$ cat src/rtl/y86_mc_ctrl.sv
`default_nettype none
// ============================================================================
// Module   : y86_mc_ctrl
// Purpose  : Multi-cycle Y86 sequencer. It steps each instruction through
//            FETCH, DECODE, EXECUTE, MEMORY, WRITEBACK and PCUPD. It also
//            issues the write strobes, drives the data-memory handshake with a
//            timeout, tracks Y86 status and keeps saturating cycle and
//            instruction counters.
// Ports    : clk, rst_n             - clock, async active-low reset
//            start_i                - start/restart (IDLE or HALT only)
//            icode_i                - instruction code
//            imem_error_i           - fetch address error
//            cnd_i                  - execute condition (not used here)
//            next_pc_i              - PC from PC-select logic
//            dmem_ack_i/_error_i    - data memory completion / error
//            pc_o, state_o, stat_o  - architectural PC, FSM state, status
//            dmem_req_o             - data memory request
//            en_cc_o/en_reg_o/en_pc_o - one-cycle write strobes
//            busy_o                 - not IDLE and not HALT
//            cycle_cnt_o/instr_cnt_o - saturating counters
// Revision : 1.0 - initial release
// ============================================================================
module y86_mc_ctrl #(
  parameter int                ADDR_W      = 64,
  parameter logic [ADDR_W-1:0] RESET_PC    = '0,
  parameter int                CNT_W       = 32,
  parameter int                MEM_TIMEOUT = 16
) (
  input  logic              clk,
  input  logic              rst_n,
  input  logic              start_i,
  input  logic [3:0]        icode_i,
  input  logic              imem_error_i,
  input  logic              cnd_i,
  input  logic [ADDR_W-1:0] next_pc_i,
  input  logic              dmem_ack_i,
  input  logic              dmem_error_i,
  output logic [ADDR_W-1:0] pc_o,
  output logic [2:0]        state_o,
  output logic              dmem_req_o,
  output logic              en_cc_o,
  output logic              en_reg_o,
  output logic              en_pc_o,
  output logic [2:0]        stat_o,
  output logic              busy_o,
  output logic [CNT_W-1:0]  cycle_cnt_o,
  output logic [CNT_W-1:0]  instr_cnt_o
);

  typedef enum logic [2:0] {
    S_IDLE      = 3'd0,
    S_FETCH     = 3'd1,
    S_DECODE    = 3'd2,
    S_EXECUTE   = 3'd3,
    S_MEMORY    = 3'd4,
    S_WRITEBACK = 3'd5,
    S_PCUPD     = 3'd6,
    S_HALT      = 3'd7
  } state_e;

  localparam logic [2:0] c_stat_aok = 3'd1;
  localparam logic [2:0] c_stat_hlt = 3'd2;
  localparam logic [2:0] c_stat_adr = 3'd3;
  localparam logic [2:0] c_stat_ins = 3'd4;

  // Counter must be able to hold MEM_TIMEOUT-1.
  localparam int             TO_W      = (MEM_TIMEOUT > 1) ? $clog2(MEM_TIMEOUT) : 1;
  localparam logic [TO_W-1:0] c_to_last = TO_W'(MEM_TIMEOUT - 1);

  state_e              state_q;
  logic [ADDR_W-1:0]   pc_q;
  logic [2:0]          stat_q;
  logic                dmem_req_q;
  logic                en_cc_q;
  logic                en_reg_q;
  logic                en_pc_q;
  logic [TO_W-1:0]     mem_cnt_q;
  logic [CNT_W-1:0]    cycle_cnt_q;
  logic [CNT_W-1:0]    instr_cnt_q;
  logic [CNT_W-1:0]    cycle_cnt_d;
  logic [CNT_W-1:0]    instr_cnt_d;
  logic                busy;
  logic                is_mem;
  logic                is_reg;
  logic                cnd_unused;

  // The condition flag is consumed by PC-select logic outside this block.
  assign cnd_unused = cnd_i;

  assign busy   = (state_q != S_IDLE) && (state_q != S_HALT);
  assign is_mem = (icode_i inside {4'h4, 4'h5, 4'h8, 4'h9, 4'hA, 4'hB});
  assign is_reg = (icode_i inside {4'h2, 4'h3, 4'h5, 4'h6, 4'h8, 4'h9, 4'hA, 4'hB});

  // Saturating increments: both counters stick at all-ones.
  assign cycle_cnt_d = (cycle_cnt_q == '1) ? cycle_cnt_q : cycle_cnt_q + CNT_W'(1);
  assign instr_cnt_d = (instr_cnt_q == '1) ? instr_cnt_q : instr_cnt_q + CNT_W'(1);

  always_ff @(posedge clk or negedge rst_n) begin
    if (!rst_n) begin
      state_q     <= S_IDLE;
      pc_q        <= RESET_PC;
      stat_q      <= c_stat_aok;
      dmem_req_q  <= 1'b0;
      en_cc_q     <= 1'b0;
      en_reg_q    <= 1'b0;
      en_pc_q     <= 1'b0;
      mem_cnt_q   <= '0;
      cycle_cnt_q <= '0;
      instr_cnt_q <= '0;
    end else begin
      // Strobes are single-cycle; each is raised only on entry to its state.
      en_cc_q  <= 1'b0;
      en_reg_q <= 1'b0;
      en_pc_q  <= 1'b0;
      if (busy) begin
        cycle_cnt_q <= cycle_cnt_d;
      end
      case (state_q)
        S_IDLE, S_HALT: begin
          if (start_i) begin
            pc_q    <= RESET_PC;
            stat_q  <= c_stat_aok;
            state_q <= S_FETCH;
          end
        end
        S_FETCH: begin
          if (imem_error_i) begin
            stat_q  <= c_stat_adr;
            state_q <= S_HALT;
          end else begin
            state_q <= S_DECODE;
          end
        end
        S_DECODE: begin
          if (icode_i > 4'hB) begin
            stat_q  <= c_stat_ins;
            state_q <= S_HALT;
          end else if (icode_i == 4'h0) begin
            // halt retires as an instruction but leaves pc alone
            stat_q      <= c_stat_hlt;
            state_q     <= S_HALT;
            instr_cnt_q <= instr_cnt_d;
          end else begin
            en_cc_q <= (icode_i == 4'h6);
            state_q <= S_EXECUTE;
          end
        end
        S_EXECUTE: begin
          dmem_req_q <= is_mem;
          mem_cnt_q  <= '0;
          state_q    <= S_MEMORY;
        end
        S_MEMORY: begin
          if (!dmem_req_q) begin
            en_reg_q <= is_reg;
            state_q  <= S_WRITEBACK;
          end else if (dmem_ack_i) begin
            dmem_req_q <= 1'b0;
            if (dmem_error_i) begin
              stat_q  <= c_stat_adr;
              state_q <= S_HALT;
            end else begin
              en_reg_q <= is_reg;
              state_q  <= S_WRITEBACK;
            end
          end else if (mem_cnt_q == c_to_last) begin
            // this was the MEM_TIMEOUT-th request cycle without an ack
            dmem_req_q <= 1'b0;
            stat_q     <= c_stat_adr;
            state_q    <= S_HALT;
          end else begin
            mem_cnt_q <= mem_cnt_q + TO_W'(1);
          end
        end
        S_WRITEBACK: begin
          en_pc_q <= 1'b1;
          state_q <= S_PCUPD;
        end
        S_PCUPD: begin
          pc_q        <= next_pc_i;
          instr_cnt_q <= instr_cnt_d;
          state_q     <= S_FETCH;
        end
        default: state_q <= S_IDLE;
      endcase
    end
  end

  assign pc_o        = pc_q;
  assign state_o     = state_q;
  assign dmem_req_o  = dmem_req_q;
  assign en_cc_o     = en_cc_q;
  assign en_reg_o    = en_reg_q;
  assign en_pc_o     = en_pc_q;
  assign stat_o      = stat_q;
  assign busy_o      = busy;
  assign cycle_cnt_o = cycle_cnt_q;
  assign instr_cnt_o = instr_cnt_q;

endmodule
`default_nettype wire

$ cat config.mk
export PLATFORM = sky130hd
export DESIGN_NAME = y86_mc_ctrl
export DESIGN_NICKNAME = d
export VERILOG_FILES = /design/src/rtl/y86_mc_ctrl.sv
export SDC_FILE = /design/constraint.sdc
export NUM_CORES = 1
export LEC_CHECK = 0
export CAP_MARGIN = 20
export CORE_MARGIN = 1.5
export CORE_UTILIZATION = 40
export CTS_CLUSTER_DIAMETER = 120
export CTS_CLUSTER_SIZE = 10
export DETAILED_ROUTE_END_ITERATION = 8
export PLACE_DENSITY = 0.72
export SYNTH_ARGS = -nofsm -noshare
export SYNTH_HDL_FRONTEND = slang
export SYNTH_SLANG_ARGS = --single-unit
$ cat constraint.sdc
create_clock -name clk -period 2.5 [get_ports clk]
set_input_delay 0.5 -clock clk [delete_from_list [all_inputs] [get_ports clk]]
set_output_delay 0.5 -clock clk [all_outputs]
set_load 0.005 [all_outputs]
==> reports/summary.txt <==
Run status -> complete, no violations
Synth area leaders -> dfrtp_1 58%, a22o_1 9.1%, xnor2_1 6.1%, nand4_1 2.8%, xor2_1 2.7%
Gate Count Post-Synth -> 510
Via/cell ratio -> 5.27
Nets -> 815
Worst Max-Slew Pin Slew -> 0.608 ns
Die width -> 127 um
Final core area utilization -> 60.7%
Num ports -> 214
Worst setup SP type -> register
Die Ht -> 127 um
Max clock buf depth -> 2
Row count -> 45
Crit-path max FO -> 15
VDD IR max -> 0.465 mV
Hold Crit Class -> in -> async
CTS tree -> yes
Clock root cell -> clkbuf_16
Tcrit/Tclk final -> 95.6%
H-tree levels -> 4
Crit Path Category -> reg -> out
Die area -> 0.0161 sq mm
Iter 0 DRT Violations -> 247
Clk pin slew, worst setup/hold paths -> 0.06 ns
Unique masters post-synth -> 49
Fmax -> 0.418 GHz
Routed len/inst -> 17.1 um
HPWL Detailed -> 11,400 um
Initial antenna violation count -> 0
Cell area after layout -> 0.00915 sq mm
Crit path capture -> busy_o
Area grow syn2layout -> 49.4%
Largest net degree at the start of global routing -> 65
CP endpoint kind -> output port
Area fraction of the dominant cell type after synthesis -> 57.6%
Diode count -> 0
GP Congestion -> 0.821
Seq cells post-synth -> 142
Slew Limit Fails -> 0
Gr ovfl total -> 0
Synth top cells by count -> 141 x dfrtp_1, 64 x a22o_1, 43 x xnor2_1
Postcts setup bufs -> 0
GRT Resource Usage Total -> 20.4%
Fin cells -> 936
CTS buffer count -> 17
RSZ-0062 raised after global routing -> false
Minimum clock period -> 2.39 ns
Layout fillers -> 1,215
Avg Cell Area, Syn -> 12.0 sq um
Core Area -> 0.0151 sq mm
Syn Std Cell Area -> 0.00613 sq mm
CP required -> 2.00 ns
DP Area -> 0.00859 sq mm
Post-synth EDFFs -> 0
CP startpoint -> state_o[1]
1st-pass router iterations -> 4
TritonCTS Sinks -> 142
Hold Vio Cnt, Final -> 0
Slew margin rel. -> 59.3%
Initial Utilization -> 40.6%
Most frequent cell after synthesis -> dfrtp_1
Leakage -> 3.98 nW
Reg2reg end -> cycle_cnt_o[10]
Max-Cap Viols -> 0
Hold Buf Count CTS -> 0
Reg2Reg Launch Point -> cycle_cnt_o[1]
Post-synth net total -> 588
CP Data Arrival Time -> 1.89 ns
Share of layout cells above drive strength 1 -> 9.22%
Vias in the first global route -> 4,969
P per Cell Area -> 948 mW/mm^2
Leading area contributor after synthesis -> dfrtp_1
Reg-to-reg slack, setup -> 0.20 ns
DR DRC count -> 0
Cells on worst reg2reg path -> 8
Ys Warns -> 0
I/O Buffers -> 212
Vias post-DR -> 4,934
Final setup violation count -> 0
Clk Latency, worst-skew pair -> 0.41 ns
Final wirelength -> 16,000 um
First-pass GRT wire length -> 26,000 um
Sequential element share of the synthesized area -> 58.0%
DRT antenna net count -> 0
Clock skew -> 0.00881 ns
Async SR Flop Fraction -> 100%
Main synth FF type -> dfrtp_1
Dpl cells -> 906
## registers in the layout (all words and copies together) (netlist names), 3 cells and up
| name | cells |
|---|---|
| pc_o | 64 |
| mem_cnt_q | 4 |
| cycle_cnt_o | 32 |
| state_o | 3 |
| instr_cnt_o | 32 |
| stat_o | 3 |
## where the power goes
group,switching [mW],leakage (nW),total [mW],internal [mW]
clock network,0.888,0.269,2.36,1.47
logic,1.30,1.82,3.07,1.77
registers,0.396,1.89,3.24,2.84
## worst min path at each step
| stage | start | to | cells after the start |
|---|---|---|---|
| after floorplan | rst_n | cycle_cnt_o[0] | 0 |
| after CTS | rst_n | pc_o[45] | 1 |
| after global routing | rst_n | pc_o[13] | 1 |
| final | rst_n | pc_o[45] | 1 |
| after global placement | pc_o[28] | pc_o[28] | 1 |
| after detailed placement | pc_o[4] | pc_o[4] | 1 |
## metal layers
| layer | up-vias | global-route usage [%] | wire length [um] | part of all wire, % |
|---|---|---|---|---|
| met2 | 166 | 32.1 | 7480 | 47 |
| met4 | 0 | 7.42 | 231 | 1.4 |
| met5 | - | 0 | 0 | 0 |
| li1 | 2343 | - | - | - |
| met3 | 18 | 5.95 | 1060 | 6.7 |
| met1 | 2407 | 26.9 | 7210 | 45 |
## critical path, stage by stage (launching register included)
cell             delay (ns)
dfrtp_1                0.43
buf_4                  0.21
nand3_1                0.12
nand2_4                0.08
inv_1                  0.12
clkdlybuf4s50_1        0.52
## cells in the final DEF (no fill, tap or decap), types with 5 or more instances in the layout
cell type and count:
a22o_1 64, o21ai_0 12, nand4_1 27, a21oi_1 9
xor2_1 19, dfrtp_1 140, clkbuf_16 17, nor2_1 18
nor3_1 5, nand2_1 25, clkinv_2 5, and3_1 16
nand3_1 32, buf_4 17, clkdlybuf4s50_1 211, xnor2_1 43
and4_1 9, and2_1 5
## final cells by class
cell class | instances | area, sq um | share of cell area, %
Timing Repair Buffer | 232 | 2310 | 25.2
Clock inverter | 8 | 92.6 | 1.01
Multi-Input combinational cell | 340 | 2490 | 27.2
Clock buffer | 22 | 454 | 4.96
Tap cell | 188 | 235 | 2.57
Inverter | 4 | 15.0 | 0.164
Sequential cell | 142 | 3560 | 38.9
## through the flow
stage | hold slack, ns | power (mW) | setup slack (ns) | setup TNS, ns
after floorplan | 0.204 | 4.64 | 0.512 | 0
after global placement | 0.482 | 6.24 | -0.0168 | -0.0363
after detailed placement | 0.480 | 6.34 | -0.0500 | -0.207
after CTS | 0.0639 | 8.75 | 0.0347 | 0
after global routing | 0.0901 | 9.19 | 0.000394 | 0
final | 0.0596 | 8.68 | 0.111 | 0
## what timing repair did
item                       CTS  global route
cloned                       0             0
pin swaps                    0             1
gates resized for setup      1             3
setup endpoints to repair    1             1
## logic make-up after synthesis
family	count (synthesis)	synth area share [%]
DFF	142	58.0
and+or+nand+nor	168	15.9
xor gates and xnor gates	62	8.86
AOI/OAI and AO/OA	103	14.0
adders and majority gates	3	0.613
muxes	4	0.735
buffers and inverters	28	1.88
(Power assumes the default switching activity.)
